File: config.mk
export PLATFORM = sky130hd
export DESIGN_NAME = qos_stream_scheduler
export DESIGN_NICKNAME = d
export VERILOG_FILES = /design/src/rtl/qos_stream_scheduler.sv
export SDC_FILE = /design/constraint.sdc
export NUM_CORES = 1
export LEC_CHECK = 0
export ABC_AREA = 1
export BUFFER_PORTS_ARGS = -buffer_cell sky130_fd_sc_hd__buf_4
export CAP_MARGIN = 25
export CORE_ASPECT_RATIO = 1.75
export CORE_UTILIZATION = 49
export DETAILED_ROUTE_END_ITERATION = 12
export PLACE_DENSITY_LB_ADDON = 0.15
export SYNTH_ARGS = -nofsm -noshare
export SYNTH_HDL_FRONTEND = slang
export SYNTH_SLANG_ARGS = --single-unit
File: constraint.sdc
create_clock -name clk -period 4.1 [get_ports clk]
set_input_delay 0.615 -clock clk [delete_from_list [all_inputs] [get_ports clk]]
set_output_delay 0.615 -clock clk [all_outputs]
set_load 0.05 [all_outputs]
File: src/rtl/qos_stream_scheduler.sv
// Packet-level N:1 stream scheduler: highest effective QoS wins, round-robin
// among ties, grant held until the packet's last beat, aging promotes starved streams.
module qos_stream_scheduler #(
  parameter int unsigned STREAM_COUNT = 4,
  parameter int unsigned DATA_W       = 8,
  parameter int unsigned QOS_W        = 2,
  parameter int unsigned STARVE_LIMIT = 8
) (
  input  logic                             clk,
  input  logic                             nrst,
  input  logic [STREAM_COUNT-1:0]          s_valid,
  input  logic [STREAM_COUNT-1:0]          s_last,
  input  logic [STREAM_COUNT*DATA_W-1:0]   s_data,
  input  logic [STREAM_COUNT*QOS_W-1:0]    s_qos,
  output logic [STREAM_COUNT-1:0]          s_ready,
  output logic                             m_valid,
  output logic                             m_last,
  output logic [DATA_W-1:0]                m_data,
  output logic [$clog2(STREAM_COUNT)-1:0]  m_id,
  input  logic                             m_ready
);

  localparam int unsigned ID_W  = $clog2(STREAM_COUNT);
  localparam int unsigned CNT_W = $clog2(STARVE_LIMIT + 1);
  localparam int unsigned LVL_W = QOS_W + 1;

  typedef enum logic {IDLE, XFER} state_t;

  state_t                  state, state_nxt;
  logic [ID_W-1:0]         sel;
  logic [ID_W-1:0]         rr_ptr;
  logic [CNT_W-1:0]        age_cnt [STREAM_COUNT];
  logic [STREAM_COUNT-1:0] promoted;

  logic [DATA_W-1:0]       data_arr [STREAM_COUNT];
  logic [QOS_W-1:0]        qos_arr  [STREAM_COUNT];
  logic [ID_W-1:0]         win_id_c;
  logic                    arb_go_c;
  logic                    last_done_c;

  // Unpack flat per-stream buses
  always_comb begin
    for (int i = 0; i < STREAM_COUNT; i++) begin
      data_arr[i] = s_data[i*DATA_W +: DATA_W];
      qos_arr[i]  = s_qos[i*QOS_W +: QOS_W];
    end
  end

  // Winner: highest effective level, first hit scanning from rr_ptr+1 with wrap
  always_comb begin
    logic [ID_W:0]    idx_sum;
    logic [ID_W-1:0]  idx;
    logic [LVL_W-1:0] lvl;
    logic [LVL_W-1:0] best_lvl;
    logic             found;
    win_id_c = '0;
    best_lvl = '0;
    found    = 1'b0;
    idx_sum  = '0;
    idx      = '0;
    lvl      = '0;
    for (int k = 1; k <= STREAM_COUNT; k++) begin
      idx_sum = {1'b0, rr_ptr} + (ID_W+1)'(k);
      if (idx_sum >= (ID_W+1)'(STREAM_COUNT))
        idx_sum = idx_sum - (ID_W+1)'(STREAM_COUNT);
      idx = ID_W'(idx_sum);
      lvl = promoted[idx] ? {1'b1, {QOS_W{1'b0}}} : {1'b0, qos_arr[idx]};
      if (s_valid[idx] && (!found || (lvl > best_lvl))) begin
        found    = 1'b1;
        best_lvl = lvl;
        win_id_c = idx;
      end
    end
  end

  assign arb_go_c    = (state == IDLE) && (|s_valid);
  assign last_done_c = (state == XFER) && s_valid[sel] && m_ready && s_last[sel];

  // State register
  always_ff @(posedge clk or negedge nrst) begin
    if (!nrst) state <= IDLE;
    else       state <= state_nxt;
  end

  // Next-state logic
  always_comb begin
    state_nxt = state;
    case (state)
      IDLE:    if (arb_go_c)    state_nxt = XFER;
      XFER:    if (last_done_c) state_nxt = IDLE;
      default: state_nxt = IDLE;
    endcase
  end

  // Output logic: selected stream is passed straight through while granted
  always_comb begin
    s_ready = '0;
    m_valid = 1'b0;
    m_last  = 1'b0;
    m_data  = '0;
    if (state == XFER) begin
      m_valid      = s_valid[sel];
      m_last       = s_last[sel];
      m_data       = data_arr[sel];
      s_ready[sel] = m_ready;
    end
  end

  // Grant, round-robin pointer and aging state
  always_ff @(posedge clk or negedge nrst) begin
    if (!nrst) begin
      sel      <= '0;
      m_id     <= '0;
      rr_ptr   <= '0;
      promoted <= '0;
      for (int i = 0; i < STREAM_COUNT; i++) age_cnt[i] <= '0;
    end else begin
      if (arb_go_c) begin
        sel  <= win_id_c;
        m_id <= win_id_c;
        for (int i = 0; i < STREAM_COUNT; i++) begin
          if (ID_W'(i) == win_id_c) begin
            age_cnt[i]  <= '0;
            promoted[i] <= 1'b0;
          end else if (s_valid[i] && (age_cnt[i] != CNT_W'(STARVE_LIMIT))) begin
            age_cnt[i] <= age_cnt[i] + CNT_W'(1);
            if (age_cnt[i] == CNT_W'(STARVE_LIMIT - 1)) promoted[i] <= 1'b1;
          end
        end
      end
      if (last_done_c) rr_ptr <= sel;
    end
  end

endmodule

# After elaboration in Yosys (flattened, before gate mapping)
# Cells that the tools add are included.
# word_totals
wordCells	177
in_bits	51
out_inout_bits	16
regBits	25
# classes
n_bitwise	7
eq_ne	11
magnitude_cmp	18
add_sub_neg	12
reduce_logical	36
mux	82
# op_table
cell	count
$mux 4	9
$mux 2	16
$mux 1	30
$ge 3x3->1 const B	9
$mux 8	3
$mux 3	7
$bmux 1 s2	10
$add 4x1->4 const B	4
$bmux 2 s2	4
$bmux 8 s2	1
$eq 4x3->1 const B	4
$ne 4x4->1 const B	4
$reduce_bool 2->1	8
$lt 2x3->1 const B	5
$not 2->3	5
$logic_and 1x1->1	12
$reduce_and 3->1	4
$gt 3x3->1	3
$reduce_and 2->1	4
$sub 2x1->2 const B	4
$add 2x2->3 const B	2
$and 4x4->4	1
$eq 2x2->1 const A	2
$reduce_or 4->1	1
other kinds (10)	14

# Depth between registers and ports, before layout
# Gate-level depths: netlist of run 1.
# depth
ltp_word	24
ltp_mapped	40
mapped_depth_nobuf	39

# Worst setup path before layout of run 1
# Ideal clock, no wire load.
# synth_timing
kind	register to register
start	reg rr_ptr[0]
end	reg age_cnt[7] in the netlist's numbering
path_slack_ps	-281
path_stages_with_launch	37
n_path_buf	2
setup_time_ps	117
synth_period_minus_slack_ps	4381
arrival_ps	4264
required_time_ps	3983
cell_sequence	dfrtp_1 > buf_4 > buf_2 > o21ai_0 > inv_1 > o21ai_0 > inv_1 > ha_1 > a21oi_1 > nand2_1 > nand2_1 > nand2_4 > nand2_4 > o21ai_0 > ha_1 > nand2_1 > o21ai_0 > nand2_1 > nand2_2 > nand2_4 > nand2_1 > o21ai_0 > ha_1 > a21oi_1 > o21ai_0 > nand2_1 > nand2_2 > nand2_4 > nand2_1 > nand2_2 > nand2_4 > inv_4 > nand2_2 > nand2_2 > nand2_2 > nand2_1 > nand2_1
# synth_between
elab_chain_cells	24
word_cells_on_any_way	78
classes_between	add/sub (8); order compare (7); eq/ne (1); mux (47); bitwise (4); reduce/logical (11)
# synth_rtl
element	line_no	rtl
start, declared	31	logic [ID_W-1:0] rr_ptr;
start signal, assigned	131	if (last_done_c) rr_ptr <= sel;
$add 2x1->3	63	idx_sum = {1'b0, rr_ptr} + (ID_W+1)'(k);
$ge 3x3->1 or $sub 2x1->2 (tied branches)	64, 65	
$mux 2	64	if (idx_sum >= (ID_W+1)'(STREAM_COUNT))
$not 2->3 (not written as such)	67	lvl = promoted[idx] ? {1'b1, {QOS_W{1'b0}}} : {1'b0, qos_arr[idx]};
$bmux 2 s2	67	
$mux 2 (not written as such) (2 in series)	67	
$mux 3	67	
$mux 3	68	if (s_valid[idx] && (!found || (lvl > best_lvl))) begin
[7 not listed]	-	
$mux 3 or $mux 1 (tied branches)	68	
$gt 3x3->1 or $logic_not 1->1 (tied branches)	68	
$logic_or 1x1->1	68	
$logic_and 1x1->1	68	
$mux 2 (*)	68	
$eq 2x2->1 (*)	122	if (ID_W'(i) == win_id_c) begin
$reduce_bool 2->1 (no source line)	-	
$reduce_and 2->1 (no source line)	-	
end signal, assigned by index	126	age_cnt[i] <= age_cnt[i] + CNT_W'(1);
end, declared	32	logic [CNT_W-1:0] age_cnt [STREAM_COUNT];
# Mark *: on every way between the ends. The rest lies on a longest branch, timed or not. The select of a mux whose other input is x is not followed.
# A chain may end at the register's enable or synchronous reset.

# Worst setup path after layout of run 1
# layout_timing
start	reg rr_ptr[0]
end	reg age_cnt[9] in the netlist's numbering
# layout_between
elab_chain_cells	24
word_cells_on_any_way	78
classes_between	add/sub (8); order compare (7); eq/ne (1); mux (47); bitwise (4); reduce/logical (11)
# layout_rtl
element	line_no
$add 2x1->3	63
$ge 3x3->1 or $sub 2x1->2 (tied branches)	64, 65
$mux 2	64
$not 2->3 (not written as such)	67
$bmux 2 s2	67
$mux 2 (not written as such) (2 in series)	67
$mux 3	67
$mux 3	68
[7 not listed]	-
$mux 3 or $mux 1 (tied branches)	68
$gt 3x3->1 or $logic_not 1->1 (tied branches)	68
$logic_or 1x1->1	68
$logic_and 1x1->1	68
$mux 2 (*)	68
$eq 1x2->1 (*)	122
$reduce_bool 2->1 (no source line)	-
$reduce_and 2->1 (no source line)	-
# Marked as above.

==> results.toml, run 1 <==
[timing]
hold_viol_final = 0
period_share_pct = 114
min_period_ns = 4.66
finalSetupViolations = 22
timing.final.ws_setup_ns = -0.559
worstMarginPinSlew_ns = 0.722
skew_ns = 0.00735
maxSlewHeadroom_pct = 51.4
fmax_mhz = 215
slew_viol_final = 0
rsz0062_at_grt = "yes"

[floorplanning]
start_util_pct = 51.0
ios = 67
fp.dieH_microns = 100
die-area_sq_mm = 0.00583
core_sq_mm = 0.00530
row_count = 35
die_x_microns = 58.1

[place]
io_buffer_count = 66
hpwl_mm = 6.07
place_ws_ns = -0.453
finalWeightedCongestion = 0.889

[worst_setup_path]
slowest_delay_ns = 0.48
critPathMaxFanout = 8
crit_required_ns = 4.28
path_buf_inv = 4
arrival_ns = 4.84
crit_path_end_kind = "flop"
cp_top_family = "simple AND/OR/NAND/NOR gates"
start_kind = "flop"
path_class = "reg -> reg"
path_common_cell = "nand2_4"
crit_slowest_cell = "dfrtp_2"

[synth]
synth_cell_types = 39
synthesis.nets = 472
ys_seq_area_share_pct = 23.1
syn_avg_cell_area_sq_um = 6.69
syn_inst = 404
syn-cell-area_sq_mm = 0.00270
yosysWarnings = 0
ys_ff_latch = 25

[cts]
clkSlewWorstSetupHoldPaths_ns = 0.10
cts_tree = "done"
insertion_delay_ns = 0.28
clock-sinks = 25
cts_root_buffer = "clkbuf_8"
cts_hold_buf = 0
cts_buffers = 3
cts_buffer_depth = 2
cts_max_level = 1

[layout]
n_fill_cell = 355
area_delta_synth_final_pct = 56.8
finalCoreUtilization_pct = 80.0
drive_above_1_share_pct = 44.8
antenna_cells = 0
multiInputGateArea_sq_mm = 0.00208
final_nets = 618
seq_area_sq_um = 627

[outcome]
violations = "setup timing"
status = "complete, but fails checks"

[run]
maxCapViolCount = 0

[route]
ant_nets = 0
via_per_inst = 5.43
post_drt_wl_per_cell_microns = 15.4
routed_wl_mm = 9.62
vias = 3383
first_pass_iters = 5
drt_iter0_markers = 166
drc = 0

[grt]
grt_usage_pct = 29.8
grt_pass1_vias = 3119
grt_pass1_wl_mm = 13.6
antenna_found_initial = 0
grt_overflow = 0
grt_start_max_net_pins = 26

[worst_hold_path]
worstHoldPathType = "in -> async"
==> layout by cell type (no fill, tap or decap), types with 4 or more instances in the layout <==
master	n
nor2_4	4
inv_1	48
a21oi_1	12
nand3_2	6
buf_4	146
o21ai_2	13
xor2_1	5
nand4_1	4
nand3_1	26
nor2_2	4
o21ai_0	16
nand2_2	21
ha_1	14
nand2_4	17
a21oi_2	4
dfrtp_1	24
a22oi_1	18
o21ai_1	13
nor2_1	21
nand2_1	87
==> final timing paths <==
check / startpoint / endpoint / slack (ns) / depth (start not counted)
setup / recovery: rr_ptr[0] / age_cnt[9] / -0.56 / 37
hold / removal: nrst / age_cnt[3] / 0.22 / 1
setup reg to reg: rr_ptr[0] / age_cnt[9] / -0.56 / 37
hold reg to reg: age_cnt[7] / age_cnt[7] / 0.54 / 2
max in group asynchronous: nrst / rr_ptr[0] / 3.61 / 1
min in group clk: age_cnt[7] / age_cnt[7] / 0.54 / 2
==> per-layer routing <==
layer  routed length (microns)  global-route usage, %
met1                      3220                   29.1
met5                         0                      0
met3                       427                   3.35
met2                      5290                   57.5
met4                       683                   17.4
==> per-stage QoR <==
step           instance area (sq um)  setup TNS (ns)  instances  hold WS [ns]
3_5_place_dp                    3620           -7.80        575         0.515
3_3_place_gp                    3620           -6.05        575         0.494
6_report                        4240          -11.17        623         0.221
4_1_cts                         4040           -5.09        618         0.231
5_1_grt                         4240          -17.23        623         0.246
2_1_floorplan                   2770          -0.193        404         0.319
==> sequential cells by signal, summed over array words and instances, names as in the netlist <==
| register | flops |
|---|---|
| age_cnt | 16 |
| promoted | 4 |
| rr_ptr | 2 |
| sel | 2 |
| state | 1 |
==> cells by family after synthesis <==
family          Yosys count  synth area share, %
simple gates            206                 37.8
buf+inv                  65                 10.0
fa+ha+maj                17                 7.87
compound gates           83                 18.5
xor+xnor                  7                 2.27
mux                       1                0.370
flops                    25                 23.1
==> repair_timing <==
action	CTS	global route
setup buffers	39	6
resized for setup	25	35
setup endpoints to repair	22	22
pin swaps	31	19
==> synth_stat cells <==
cell type | count | share of area [%]
nor4_1 | 1 | 0.23
o31ai_1 | 2 | 0.56
a221oi_1 | 1 | 0.32
clkinv_1 | 1 | 0.14
o41ai_4 | 1 | 1.0
or2_2 | 4 | 0.93
or2_0 | 1 | 0.23
clkbuf_2 | 2 | 0.37
a21oi_1 | 16 | 3.0
nand4_1 | 4 | 0.93
inv_2 | 4 | 0.56
or3_1 | 1 | 0.23
nand2_1 | 103 | 14
nand3b_1 | 1 | 0.28
mux2i_1 | 1 | 0.37
nor2_4 | 4 | 1.7
a22oi_1 | 18 | 5.0
and2_1 | 1 | 0.23
nand2_4 | 10 | 4.2
buf_1 | 1 | 0.14
nand2_2 | 15 | 3.5
dfrtp_1 | 25 | 23
nor2_2 | 3 | 0.69
nor2_1 | 22 | 3.1
nor3_1 | 3 | 0.56
buf_6 | 2 | 0.83
xor2_1 | 5 | 1.6
o21ai_2 | 2 | 0.65
ha_1 | 17 | 7.9
clkbuf_1 | 1 | 0.14
nand3_1 | 29 | 5.4
buf_4 | 1 | 0.28
inv_1 | 49 | 6.8
nand3_2 | 4 | 1.5
xnor2_1 | 2 | 0.65
o21ai_0 | 37 | 6.9
o21ai_1 | 6 | 1.1
buf_2 | 3 | 0.56
inv_4 | 1 | 0.23
==> layout make-up <==
class,instances,share of cell area [%]
tap,74,2.18
multi-input combinational,314,49.0
clock buffer,3,0.974
clock inverter,1,0.207
timing repair buffer,151,27.6
sequential,25,14.8
inverter,55,5.23
Power of run 1 is not shown: default switching activity piles up to over one toggle a cycle in this logic, so the estimate is an artifact.
==> run 2, diff against run 1 <==
--- a/config.mk
+++ b/config.mk
@@ -6,7 +6,7 @@
 export NUM_CORES = 1
 export LEC_CHECK = 0
 export ABC_AREA = 1
-export BUFFER_PORTS_ARGS = -buffer_cell sky130_fd_sc_hd__buf_4
+export BUFFER_PORTS_ARGS = -buffer_cell sky130_fd_sc_hd__buf_2
 export CAP_MARGIN = 25
 export CORE_ASPECT_RATIO = 1.75
 export CORE_UTILIZATION = 49
==> results.toml, run 2 (synthesis results as in run 1) <==
[cts]
cts_buffer_depth = 2
cts_tree = "done"
clock-sinks = 25
clkSlewWorstSetupHoldPaths_ns = 0.09
cts_root_buffer = "clkbuf_8"
cts_hold_buf = 0
insertion_delay_ns = 0.28
cts_buffers = 3
cts_max_level = 1

[worst_setup_path]
path_common_cell = "nand2_4"
worstReg2RegStart = "rr_ptr[0]"
crit_slowest_cell = "dfrtp_2"
crit_required_ns = 4.27
r2r_cells = 39
r2r_setup_slack_ns = -0.39
crit_path_end_kind = "flop"
cp-endpoint = "age_cnt[7]"
critPathLaunch = "rr_ptr[0]"
slowest_delay_ns = 0.49
start_kind = "flop"
arrival_ns = 4.66
path_class = "reg -> reg"
critPathMaxFanout = 7
r2r-end = "age_cnt[7]"

[outcome]
status = "complete, but fails checks"
violations = "setup timing"

[timing]
finalSetupViolations = 22
skew_ns = 0.00532
fmax_mhz = 223
period_share_pct = 110
maxSlewHeadroom_pct = 48.7
min_period_ns = 4.49
slew_viol_final = 0
hold_viol_final = 0
whs_ns = 0.320
rsz0062_at_grt = "yes"
worstMarginPinSlew_ns = 0.762
timing.final.ws_setup_ns = -0.390

[place]
numPlacedInstances = 574
hpwl_mm = 5.99
finalWeightedCongestion = 0.884
io_buffer_count = 66

[route]
drc = 0
routed_wl_mm = 8.24
ant_nets = 0
post_drt_wl_per_cell_microns = 13.8
drt_iter0_markers = 95
drt-met1-wl_mm = 2.96
wl_met2_mm = 4.78
via_per_inst = 5.29
first_pass_iters = 4
top_layer = "met4"
dr_wl_met3_microns = 173
vias = 3148

[run]
maxCapViolCount = 0

[layout]
final_nets = 590
reg_top3 = "age_cnt x16, promoted x4"
area_delta_synth_final_pct = 44.1
regMostFlops = "age_cnt"
drive_above_1_share_pct = 43.2
largest_reg_flops = 16
final_common_cell = "nand2_1"
layout_common_cells = "nand2_1, buf_2, buf_4"
fin_cells = 595
antenna_cells = 0

[floorplanning]
fp.dieH_microns = 100
die_x_microns = 58.1
start_util_pct = 51.0
row_count = 35
core_sq_mm = 0.00530
ios = 67
die-area_sq_mm = 0.00583

[grt]
grt_start_max_net_pins = 26
grt_overflow = 0
grt_pass1_vias = 2994
antenna_found_initial = 0
grt_pass1_wl_mm = 12.2
grt_usage_pct = 26.5

[worst_hold_path]
worstHoldPathType = "in -> async"
## run 2: critical path: cells and delay by family (launching register included)
| kind | cells | cell delay [ns] |
|---|---|---|
| buffers and inverters | 4 | 0.37 |
| flip-flops | 1 | 0.49 |
| adder cells (fa/ha/maj) | 3 | 0.88 |
| AO/OA/AOI/OAI | 5 | 0.46 |
| AND/OR/NAND/NOR | 27 | 2.17 |
## run 2: timing repair
action                                  in CTS  in global routing
pin swaps                                   20                  7
setup buffers                               10                  6
hold endpoints to repair                     0                  0
gates resized for setup                     37                 42
cloned                                       1                  0
endpoints found under the setup margin      22                 22
## run 2: how the worst min path moves through the flow
stage | from | end | slack, ns | depth (start not counted)
finish | nrst | age_cnt[5] | 0.32 | 1
floorplan | nrst | age_cnt[0] | 0.32 | 0
global route | nrst | age_cnt[5] | 0.37 | 1
CTS | nrst | promoted[1] | 0.34 | 1
detailed placement | promoted[0] | promoted[0] | 0.51 | 2
global placement | promoted[0] | promoted[0] | 0.50 | 2
## run 2: per-stage QoR
| step | utilization, % | setup TNS [ns] | setup WS (ns) | area [sq um] |
|---|---|---|---|---|
| 6_report | 73.5 | -7.53 | -0.390 | 3890 |
| 5_1_grt | 73.5 | -13.54 | -0.671 | 3890 |
| 4_1_cts | 69.2 | -3.72 | -0.210 | 3670 |
| 3_5_place_dp | 64.7 | -8.38 | -0.435 | 3430 |
| 3_3_place_gp | 64.7 | -6.04 | -0.339 | 3430 |
| 2_1_floorplan | - | -0.193 | -0.0382 | 2770 |
## run 2: cell type report
cell class                      instances  area [sq um]
Multi-Input combinational cell        314          2130
Clock inverter                          1          5.00
Sequential cell                        25           628
Timing Repair Buffer                  123           773
Fill cell                             459          1410
Inverter                               55           224
Tap cell                               74          92.6
Clock buffer                            3          41.3
## run 2: per-layer routing
metal	up-vias	track usage, %
met1	1499	26.9
li1	1566	-
met2	61	51.4
met3	22	1.29
met5	-	0
met4	0	14.8
Power of run 2 is left out for the same reason.
